File: config.mk
export PLATFORM = sky130hd
export DESIGN_NAME = matrix_scan_controller
export DESIGN_NICKNAME = d
export VERILOG_FILES = /design/src/rtl/matrix_scan_controller.sv
export SDC_FILE = /design/constraint.sdc
export NUM_CORES = 1
export LEC_CHECK = 0
export ABC_AREA = 0
export CAP_MARGIN = 20
export CORE_MARGIN = 5
export CORE_UTILIZATION = 49
export CTS_CLUSTER_DIAMETER = 40
export CTS_CLUSTER_SIZE = 28
export DETAILED_ROUTE_END_ITERATION = 16
export PLACE_DENSITY = 0.86
export SYNTH_ARGS = -nofsm -noshare
export SYNTH_HDL_FRONTEND = slang
export SYNTH_SLANG_ARGS = --single-unit
export TNS_END_PERCENT = 10
File: constraint.sdc
create_clock -name clk -period 2 [get_ports clk]
set_clock_uncertainty 0.2 [all_clocks]
set_input_delay 0.4 -clock clk [delete_from_list [all_inputs] [get_ports clk]]
set_output_delay 0.4 -clock clk [all_outputs]
set_load 0.005 [all_outputs]
File: src/rtl/matrix_scan_controller.sv
// Column-scan sequencer for a 5x7 LED matrix: one-hot column strobe held for DWELL
// cycles per phase, with a double-buffered frame that only swaps at a frame boundary.
//
// state | meaning
// ------+---------------------------------------------
// BLANK | ring 000, display blanked (enable low or just reset)
// PH_A  | ring 001, columns 0&4 strobed, frame start
// PH_B  | ring 010, columns 1&3 strobed
// PH_C  | ring 100, column 2 strobed, last phase of the frame
module matrix_scan_controller #(
    parameter int unsigned DWELL = 50000,
    parameter int unsigned CNT_W = 16
) (
    input  logic       clk,
    input  logic       reset,
    input  logic       enable,
    input  logic       frame_valid,
    output logic       frame_ready,
    input  logic [6:0] frame_col2,
    input  logic [6:0] frame_col1,
    input  logic [6:0] frame_col0,
    output logic [2:0] ring_counter,
    output logic [6:0] col_2,
    output logic [6:0] col_1,
    output logic [6:0] col_0,
    output logic       frame_tick
);

    typedef enum logic [2:0] {
        BLANK = 3'b000,
        PH_A  = 3'b001,
        PH_B  = 3'b010,
        PH_C  = 3'b100
    } phase_t;

    localparam logic [CNT_W-1:0] CNT_LAST = CNT_W'(DWELL - 1);

    phase_t           phase_q, phase_d;
    logic [CNT_W-1:0] cnt_q, cnt_d;
    logic             tick_q, tick_d;
    logic [6:0]       act2_q, act2_d, act1_q, act1_d, act0_q, act0_d;
    logic [6:0]       pend2_q, pend2_d, pend1_q, pend1_d, pend0_q, pend0_d;
    logic             pend_full_q, pend_full_d;
    logic             commit;

    always_ff @(posedge clk or posedge reset) begin
        if (reset) begin
            phase_q     <= BLANK;
            cnt_q       <= '0;
            tick_q      <= 1'b0;
            act2_q      <= '0;
            act1_q      <= '0;
            act0_q      <= '0;
            pend2_q     <= '0;
            pend1_q     <= '0;
            pend0_q     <= '0;
            pend_full_q <= 1'b0;
        end else begin
            phase_q     <= phase_d;
            cnt_q       <= cnt_d;
            tick_q      <= tick_d;
            act2_q      <= act2_d;
            act1_q      <= act1_d;
            act0_q      <= act0_d;
            pend2_q     <= pend2_d;
            pend1_q     <= pend1_d;
            pend0_q     <= pend0_d;
            pend_full_q <= pend_full_d;
        end
    end

    // Phase sequencing; commit marks the edges where swapping frames cannot tear.
    always_comb begin
        phase_d = phase_q;
        cnt_d   = cnt_q;
        tick_d  = 1'b0;
        commit  = 1'b0;
        if (!enable) begin
            phase_d = BLANK;
            cnt_d   = '0;
            commit  = pend_full_q;
        end else begin
            case (phase_q)
                BLANK: begin
                    phase_d = PH_A;
                    cnt_d   = '0;
                    tick_d  = 1'b1;
                end
                PH_A, PH_B, PH_C: begin
                    if (cnt_q == CNT_LAST) begin
                        cnt_d = '0;
                        case (phase_q)
                            PH_A:    phase_d = PH_B;
                            PH_B:    phase_d = PH_C;
                            default: begin
                                phase_d = PH_A;
                                tick_d  = 1'b1;
                                commit  = pend_full_q;
                            end
                        endcase
                    end else begin
                        cnt_d = cnt_q + 1'b1;
                    end
                end
                default: begin
                    phase_d = BLANK;
                    cnt_d   = '0;
                end
            endcase
        end
    end

    // Accept and commit never coincide: accept needs pend_full low, commit needs it high.
    always_comb begin
        act2_d      = act2_q;
        act1_d      = act1_q;
        act0_d      = act0_q;
        pend2_d     = pend2_q;
        pend1_d     = pend1_q;
        pend0_d     = pend0_q;
        pend_full_d = pend_full_q;
        if (commit) begin
            act2_d      = pend2_q;
            act1_d      = pend1_q;
            act0_d      = pend0_q;
            pend_full_d = 1'b0;
        end
        if (frame_valid && !pend_full_q) begin
            pend2_d     = frame_col2;
            pend1_d     = frame_col1;
            pend0_d     = frame_col0;
            pend_full_d = 1'b1;
        end
    end

    assign ring_counter = phase_q;
    assign frame_tick   = tick_q;
    assign frame_ready  = !pend_full_q;
    assign col_2        = act2_q;
    assign col_1        = act1_q;
    assign col_0        = act0_q;

endmodule
; ---- Word-level counts from Yosys, hierarchy flattened
; Index checks and enable logic that the tools add are counted.
[word_totals]
ff_bits = 63
input_bits = 25
output_inout_bits = 26
elab_cells = 39
[classes]
add_sub_neg = 1
n_eq_ne = 5
n_mux = 17
reduce_logical = 6
[op_table]
columns = op, count
row1 = $mux W16, 3
row2 = $add A16 B1 Y16 const B, 1
row3 = $eq A16 B16 Y1 const B, 1
row4 = $pmux W3 S2, 2
row5 = $mux W1, 9
row6 = $mux W3, 2
row7 = $eq A3 B1 Y1 const B, 1
row8 = $eq A3 B2 Y1 const B, 1
row9 = $eq A3 B3 Y1 const B, 1
row10 = $logic_not A3 Y1, 1
row11 = $ne A3 B3 Y1 const B, 1
row12 = $reduce_or A3 Y1, 1
row13 = $pmux W1 S2, 1
row14 = $reduce_bool A2 Y1, 1
row15 = $reduce_or A2 Y1, 1
row16 = $logic_and A1 B1 Y1, 1
row17 = $logic_not A1 Y1, 1

; ---- Longest topological paths before layout
; Gate-level depths: netlist (run 1).
[logic_depth]
depth_word = 8
mapped_depth = 7

; ---- Worst setup path before layout (run 1)
; Ideal clock, no wire load.
[synth_timing]
path_kind = register to register
startpoint = register cnt_q[0]
endpoint = register act1_q[1], in the netlist col_1[1]
setup_time_ns = 0.087
arrival_ns = 1.593
setup_slack_ns = 0.121
stages_incl_launch_ff = 7
path_buffers = 1
period_less_slack_ns = 1.879
path_cell_list = dfrtp_1 -> ha_1 -> and3_1 -> nand4_2 -> buf_2 -> mux2_1 -> o211ai_1
[synth_via]
elab_chain_len = 4
[synth_rtl]
columns = item, line_no
row1 = start: declaration, 39  ; logic [CNT_W-1:0] cnt_q, cnt_d;
row2 = start signal: assignment, 60  ; cnt_q <= cnt_d;
row3 = $eq A16 B16 Y1, 90  ; if (cnt_q == CNT_LAST) begin
row4 = $mux W1, 90
row5 = $mux W1, 83  ; case (phase_q)
row6 = $mux W1, 78  ; if (!enable) begin
row7 = end signal: assignment, 63  ; act1_q <= act1_d;
row8 = end: declaration, 41  ; logic [6:0] act2_q, act2_d, act1_q, act1_d, act0_q, act0_d;
; No other way between the ends.
; A chain may end at the register's enable or synchronous reset.

; ---- Worst setup path in the final report (run 1)
[layout_timing]
startpoint = register phase_q[0], in the netlist ring_counter[0]
endpoint = output port ring_counter[0]
[layout_rtl]
columns = item, line_no
row1 = start: declaration, 38  ; phase_t phase_q, phase_d;
row2 = start signal: assignment, 59  ; phase_q <= phase_d;
row3 = end: declaration, 22  ; output logic [2:0] ring_counter,
; No word-level cell between the ends.

==> reports/qor.txt, run 1 <==
Status: complete, no violations
Finished Layout Cells: 471
GP Congestion: 0.908
Switching power share of the total: 0.278
Seq/Total Area, Yosys: 0.479
HP Class: input pin to asynchronous set/reset pin
# diodes: 0
CP required: 1400 ps
IO buf count: 50
GRT Total Usage: 0.196
Slew @ Worst Pin: 342 ps
Syn_area_per_cell: 10.4 um^2
Setup crit end: ring_counter[0]
Final wirelength: 7960 um
WP buf/inv: 1
Final HPWL DP: 5270 um
Syn_nets: 342
Die ar.: 0.00846 mm^2
Reg2Reg Depth: 5
Core area: 0.00646 mm^2
LEAKAGE: 1.68 nW
Top Ports: 51
Hold Buf Count CTS: 0
Final Hold Vio Count: 0
R2R Path End: ring_counter[2]
Pwr dens: 755 mW/mm^2
DIE WIDTH: 92.0 um
First-pass GRT wire length: 13,300 um
Slew margin rel.: 0.772
Max stage delay cell, worst path: clkdlybuf4s50_1
WL per Instance: 16.9 um
Sink Count: 63
Design Area, Final: 0.00439 mm^2
Crit. Startpoint: ring_counter[0]
Switch Pwr: 0.922 mW
Final ANT Viol Nets: 0
Crit path launch type: flip-flop
Core Util, Final: 0.680
Worst-path fanout max: 6
Flop pwr share: 0.473
CP endpoint kind: output port
CTS tree: done
Setup violations, final: 0
Fillers: 475
Arrival @ worst endpoint: 1310 ps
Min Clock Period, post-route: 1910 ps
Total number of vias: 2,736
Flop-to-flop setup slack: 100 ps
Cell area after placement: 0.00415 mm^2
Max stage delay on crit path: 530 ps
Max VDD drop: 0.517 mV
Setup WS post-layout: 87.1 ps
Synthesized instance count: 316
Mapped Area: 0.00329 mm^2
Pre-CTS WS: -8.62 ps
Layout cells sized above 1: 0.223
DR pass1 iterations: 5
Clock share of power: 0.303
Root cell of the clock tree: clkbuf_8
Area Growth Syn to Fin: 33.3%
Max-cap viol count: 0
Power share of the combinational group: 0.223
Vias in the first global route: 2,852
Crit path cell chain: clkdlybuf4s50_1
Worst skew pair latency: 350 ps
Max Slew Vio Count: 0
Synth warnings: 0
RR Startpoint: cnt_q[4]
H-tree levels: 3
Fin crit share: 0.956
#FFs+latches synth: 63
FF+latch area: 0.00158 mm^2
F_max: 523 MHz
DRC violations left: 0
Initial DRC count: 164
FP Rows: 29
GRT Residual Overflow: 0
Largest net degree at the start of global routing: 64
CTS max path bufs: 2
Placed cell count: 453
Clock transition at path regs: 70 ps
Initial antenna violation count: 0
Power Internal: 2.39 mW
Vias per cell: 5.81
Critical Path Stages: 1
CP delay by family, top: buffers and inverters
Die H: 92.0 um
Yosys cell types: 39
Fin nets: 415
Initial Utilization: 0.510
Num CTS Buffers: 9
Setup CP Type: flip-flop to output port
Multi-input gate area: 0.00162 mm^2
## cells by family after synthesis
family	after synthesis	synth area share
xor gates and xnor gates	14	0.0372
DFF	63	0.479
AOI/OAI and AO/OA	53	0.108
adders and majority gates	1	0.00380
buffers and inverters	30	0.0380
and+or+nand+nor	116	0.201
muxes	39	0.133
## area by class of cell
type | count | share of cell area
Inverter | 7 | 0.00684
Clock buffer | 13 | 0.0362
Tap cell | 77 | 0.0219
Sequential cell | 63 | 0.360
Multi-Input combinational cell | 223 | 0.369
Timing Repair Buffer | 85 | 0.201
Clock inverter | 3 | 0.00399
## timing repair
action,in CTS,in global routing
pin swaps,0,1
buffers inserted,1,0
gates resized for setup,2,7
cloned,0,1
setup endpoints to repair,2,7
## cell usage in the layout (no fill, tap or decap), types with 17 or more instances in the layout
cell type and count:
dfrtp_1 59, clkdlybuf4s50_1 49, nand3_1 27, buf_4 26, nand2_1 25, mux2_2 22
o211ai_1 22, a21oi_1 21, nor3b_1 18, nor2_1 18, mux2_1 17
## registers in the layout (all words and copies together) (netlist names)
name and cells:
col_2 7, pend0_q 7, pend1_q 7, col_0 7, frame_tick 1, col_1 7, pend_full_q 1, ring_counter 3
cnt_q 16, pend2_q 7
## how the worst min path moves through the flow
stage,start,slack (ps),cells past startpoint,endpoint
6_report,reset,280,3,cnt_q[0]
5_1_grt,reset,320,3,cnt_q[0]
4_1_cts,reset,280,3,frame_tick
3_5_place_dp,pend1_q[1],310,1,pend1_q[1]
3_3_place_gp,pend1_q[4],310,1,pend1_q[4]
2_1_floorplan,cnt_q[0],270,1,cnt_q[0]
## synthesized netlist by cell type
cell type   n  area, um^2
a211oi_2    2        25.0
a21oi_1    21         105
a222oi_1    3        30.0
and2_1      3        18.8
and3_1      1        6.26
and4bb_2    2        25.0
buf_2       7        35.0
buf_4       1        7.51
clkbuf_1   15        56.3
clkinv_1    1        3.75
dfrtp_1    63        1580
ha_1        1        12.5
inv_1       6        22.5
mux2_1     17         191
mux2_2     22         248
nand2_1    25        93.8
nand2b_1    2        12.5
nand3_1    27         135
nand3_4     1        17.5
nand3b_1    1        7.51
nand4_1     2        12.5
nand4_2     2        25.0
nor2_1     18        67.6
nor2b_1     1        6.26
nor3_1      4        20.0
nor3b_1    18         135
nor3b_2     1        12.5
nor4_1      3        18.8
nor4b_2     1        15.0
o211ai_1   22         165
o21ai_0     3        15.0
o21bai_1    1        7.51
o31ai_1     1        7.51
or2_4       1        8.76
or3_1       1        6.26
or3b_1      1        8.76
or4_1       1        7.51
xnor2_1    11        96.3
xor2_1      3        26.3
## metal layers
layer  vias up  routed length [um]  part of all wire  GRT usage
li1       1285                   -                 -          -
met1      1357                3320              0.42      0.239
met2        83                4100              0.51      0.338
met3        11                 426             0.053     0.0393
met4         0                 118             0.015     0.0854
met5         -                   0                 0          0
## power by group through the flow
stage	Clock, mW	Combinational (mW)	Sequential (mW)
detailed placement	0	0.734	1.59
finish	1.01	0.741	1.57
global route	1.08	0.807	1.59
global placement	0	0.701	1.58
floorplan	0	0.387	1.56
CTS	1.03	0.747	1.57
## stage by stage
step | power, mW | setup TNS [ps] | hold slack [ps]
6_report | 3.32 | 0 | 278
4_1_cts | 3.34 | 0 | 283
3_5_place_dp | 2.32 | -8.62 | 315
2_1_floorplan | 1.94 | 0 | 273
3_3_place_gp | 2.28 | 0 | 308
5_1_grt | 3.48 | -13.2 | 320
(Power assumes the default switching activity.)
==> run 2: changes to the inputs <==
--- a/config.mk
+++ b/config.mk
@@ -12,6 +12,7 @@
 export CTS_CLUSTER_DIAMETER = 40
 export CTS_CLUSTER_SIZE = 28
 export DETAILED_ROUTE_END_ITERATION = 16
+export GPL_TIMING_DRIVEN = 1
 export PLACE_DENSITY = 0.86
 export SYNTH_ARGS = -nofsm -noshare
 export SYNTH_HDL_FRONTEND = slang
==> results of run 2 <==
Same layout as run 1: the final DEF is identical, and so are final timing and power.
==> run 3: changes to the inputs <==
==> constraint.sdc (replaced) <==
create_clock -name clk -period 1.6 [get_ports clk]
set_clock_uncertainty 0.2 [all_clocks]
set_input_delay 0.32 -clock clk [delete_from_list [all_inputs] [get_ports clk]]
set_output_delay 0.32 -clock clk [all_outputs]
set_load 0.005 [all_outputs]
==> reports/qor.txt, run 3 (synthesis results as in run 1) <==
CTS tree: done
HP Class: input pin to asynchronous set/reset pin
FP Rows: 29 (unchanged)
Max VDD drop: 0.712 mV (+38%)
DR pass1 iterations: 7 (+2)
Layout cells sized above 1: 0.351 (+0.127)
Die H: 92.0 um (unchanged)
Violated checks: setup timing
Finished Layout Cells: 519 (+10%)
GP Congestion: 0.816 (-10%)
Clock transition at path regs: 70 ps (about the same)
F_max: 533 MHz
Largest Register: cnt_q
Crit path launch type: flip-flop
Metal1 wirelength: 3960 um (+19%)
Min Clock Period, post-route: 1870 ps
LEAKAGE: 2.01 nW (+19%)
Hold Buf Count CTS: 0 (unchanged)
Final HPWL DP: 5870 um (+11%)
Unrepaired setup endpoints after global routing: true
Sink Count: 63 (unchanged)
Initial Utilization: 0.510 (unchanged)
Area Growth Syn to Fin: 46.5%
DRC violations left: 0 (unchanged)
Met3 wire length: 681 um (+60%)
Final Hold Vio Count: 0 (unchanged)
WL per Instance: 19.2 um (+14%)
Max Slew Vio Count: 0 (unchanged)
H-tree levels: 3 (unchanged)
Flop-to-flop setup slack: -270 ps (-370 ps)
Fin crit share: 1.17
Fin nets: 463 (+12%)
Top Ports: 51 (unchanged)
Slew margin rel.: 0.764 (-0.00824)
Vias in the first global route: 2,993 (+4.9%)
Vias per cell: 5.99 (+3.2%)
Cell area after placement: 0.00437 mm^2 (+5.3%)
Reg2Reg Depth: 6 (+1)
Final ANT Viol Nets: 0 (unchanged)
Initial DRC count: 272 (+66%)
R2R Path End: frame_tick
Max FFs per register: 16 (unchanged)
DIE WIDTH: 92.0 um (unchanged)
Worst skew pair latency: 330 ps (-20 ps)
Design Area, Final: 0.00482 mm^2 (+9.9%)
IO buf count: 50 (unchanged)
FF+latch area: 0.00158 mm^2 (-0.32%)
CP endpoint kind: flip-flop
Most common library cell in the layout ignoring fill and taps: buf_4
Setup CP Type: flip-flop to flip-flop
Initial antenna violation count: 0 (unchanged)
First-pass GRT wire length: 14,300 um (+7.3%)
Die ar.: 0.00846 mm^2 (unchanged)
Max-cap viol count: 0 (unchanged)
GRT Residual Overflow: 0 (unchanged)
Slew @ Worst Pin: 354 ps (+12.4 ps)
Top sig layer: met4
Placed cell count: 489 (+7.9%)
# diodes: 0 (unchanged)
Worst-path fanout max: 6 (unchanged)
Setup WS post-layout: -275 ps (-362 ps)
Core area: 0.00646 mm^2 (unchanged)
Fillers: 418 (-12%)
Final wirelength: 9990 um (+25%)
GRT Total Usage: 0.207 (+0.0112)
CP required: 1640 ps (+240 ps)
Multi-input gate area: 0.00170 mm^2 (+5.0%)
RR Startpoint: cnt_q[11]
Pwr dens: 913 mW/mm^2 (+21%)
Worst hold slack: 209 ps (-68.7 ps)
Largest net degree at the start of global routing: 64 (unchanged)
Status: complete, but fails checks
Total number of vias: 3,111 (+14%)
Num CTS Buffers: 9 (unchanged)
Arrival @ worst endpoint: 1920 ps (+610 ps)
Commonest cells after routing, fill and taps aside: buf_4, dfrtp_1, nand3_1, nand2_1, clkdlybuf4s50_1
Root cell of the clock tree: clkbuf_8
CTS max path bufs: 2 (unchanged)
Setup violations, final: 41 (+41)
Met2 WL: 5040 um (+23%)
## run 3: critical path, stage by stage (launching register included)
cell	delay, ps
dfrtp_1	420
nor4b_4	300
nand4_4	180
buf_4	180
buf_6	120
buf_4	140
a211oi_2	230
## run 3: cell type report
type / count / area share
Clock buffer: 13 / 0.0350
Clock inverter: 3 / 0.00830
Inverter: 7 / 0.00649
Multi-Input combinational cell: 223 / 0.353
Sequential cell: 63 / 0.327
Tap cell: 77 / 0.0200
Timing Repair Buffer: 133 / 0.250
## run 3: power breakdown
group	switching (mW)	total, mW	internal [mW]
Combinational	0.412	0.952	0.540
Clock	0.624	1.47	0.844
Sequential	0.188	1.98	1.80
## run 3: timing repair
action | 4_1_cts | 5_1_grt
setup buffers | 6 | 4
resized for setup | 34 | 28
setup endpoints to repair | 65 | 57
cloned | 0 | 4
pin swaps | 1 | 5
## run 3: metrics by stage
step                total power, mW   util  worst slack (ps)  TNS (ps)
floorplan                      2.43      -              -279     -7680
global placement               2.87  0.677              -339    -15580
detailed placement             2.93  0.677              -422    -17710
CTS                            4.33  0.714              -249     -7210
global route                   4.57  0.747              -350    -10250
finish                         4.40  0.747              -275     -7860
## run 3: how the worst max path moves through the flow
stage | from | end | slack (ps)
5_1_grt | cnt_q[0] | frame_tick | -350
6_report | cnt_q[11] | frame_tick | -270
3_3_place_gp | enable | col_1[0] | -340
4_1_cts | cnt_q[11] | ring_counter[2] | -250
2_1_floorplan | cnt_q[0] | col_1[1] | -280
3_5_place_dp | enable | col_1[2] | -420
## run 3: metal layers
| layer | global-route usage | vias to the layer above |
|---|---|---|
| met1 | 0.270 | 1548 |
| met2 | 0.353 | 154 |
| met5 | 0 | - |
| met4 | 0.0594 | 0 |
| met3 | 0.0393 | 30 |
| li1 | - | 1379 |
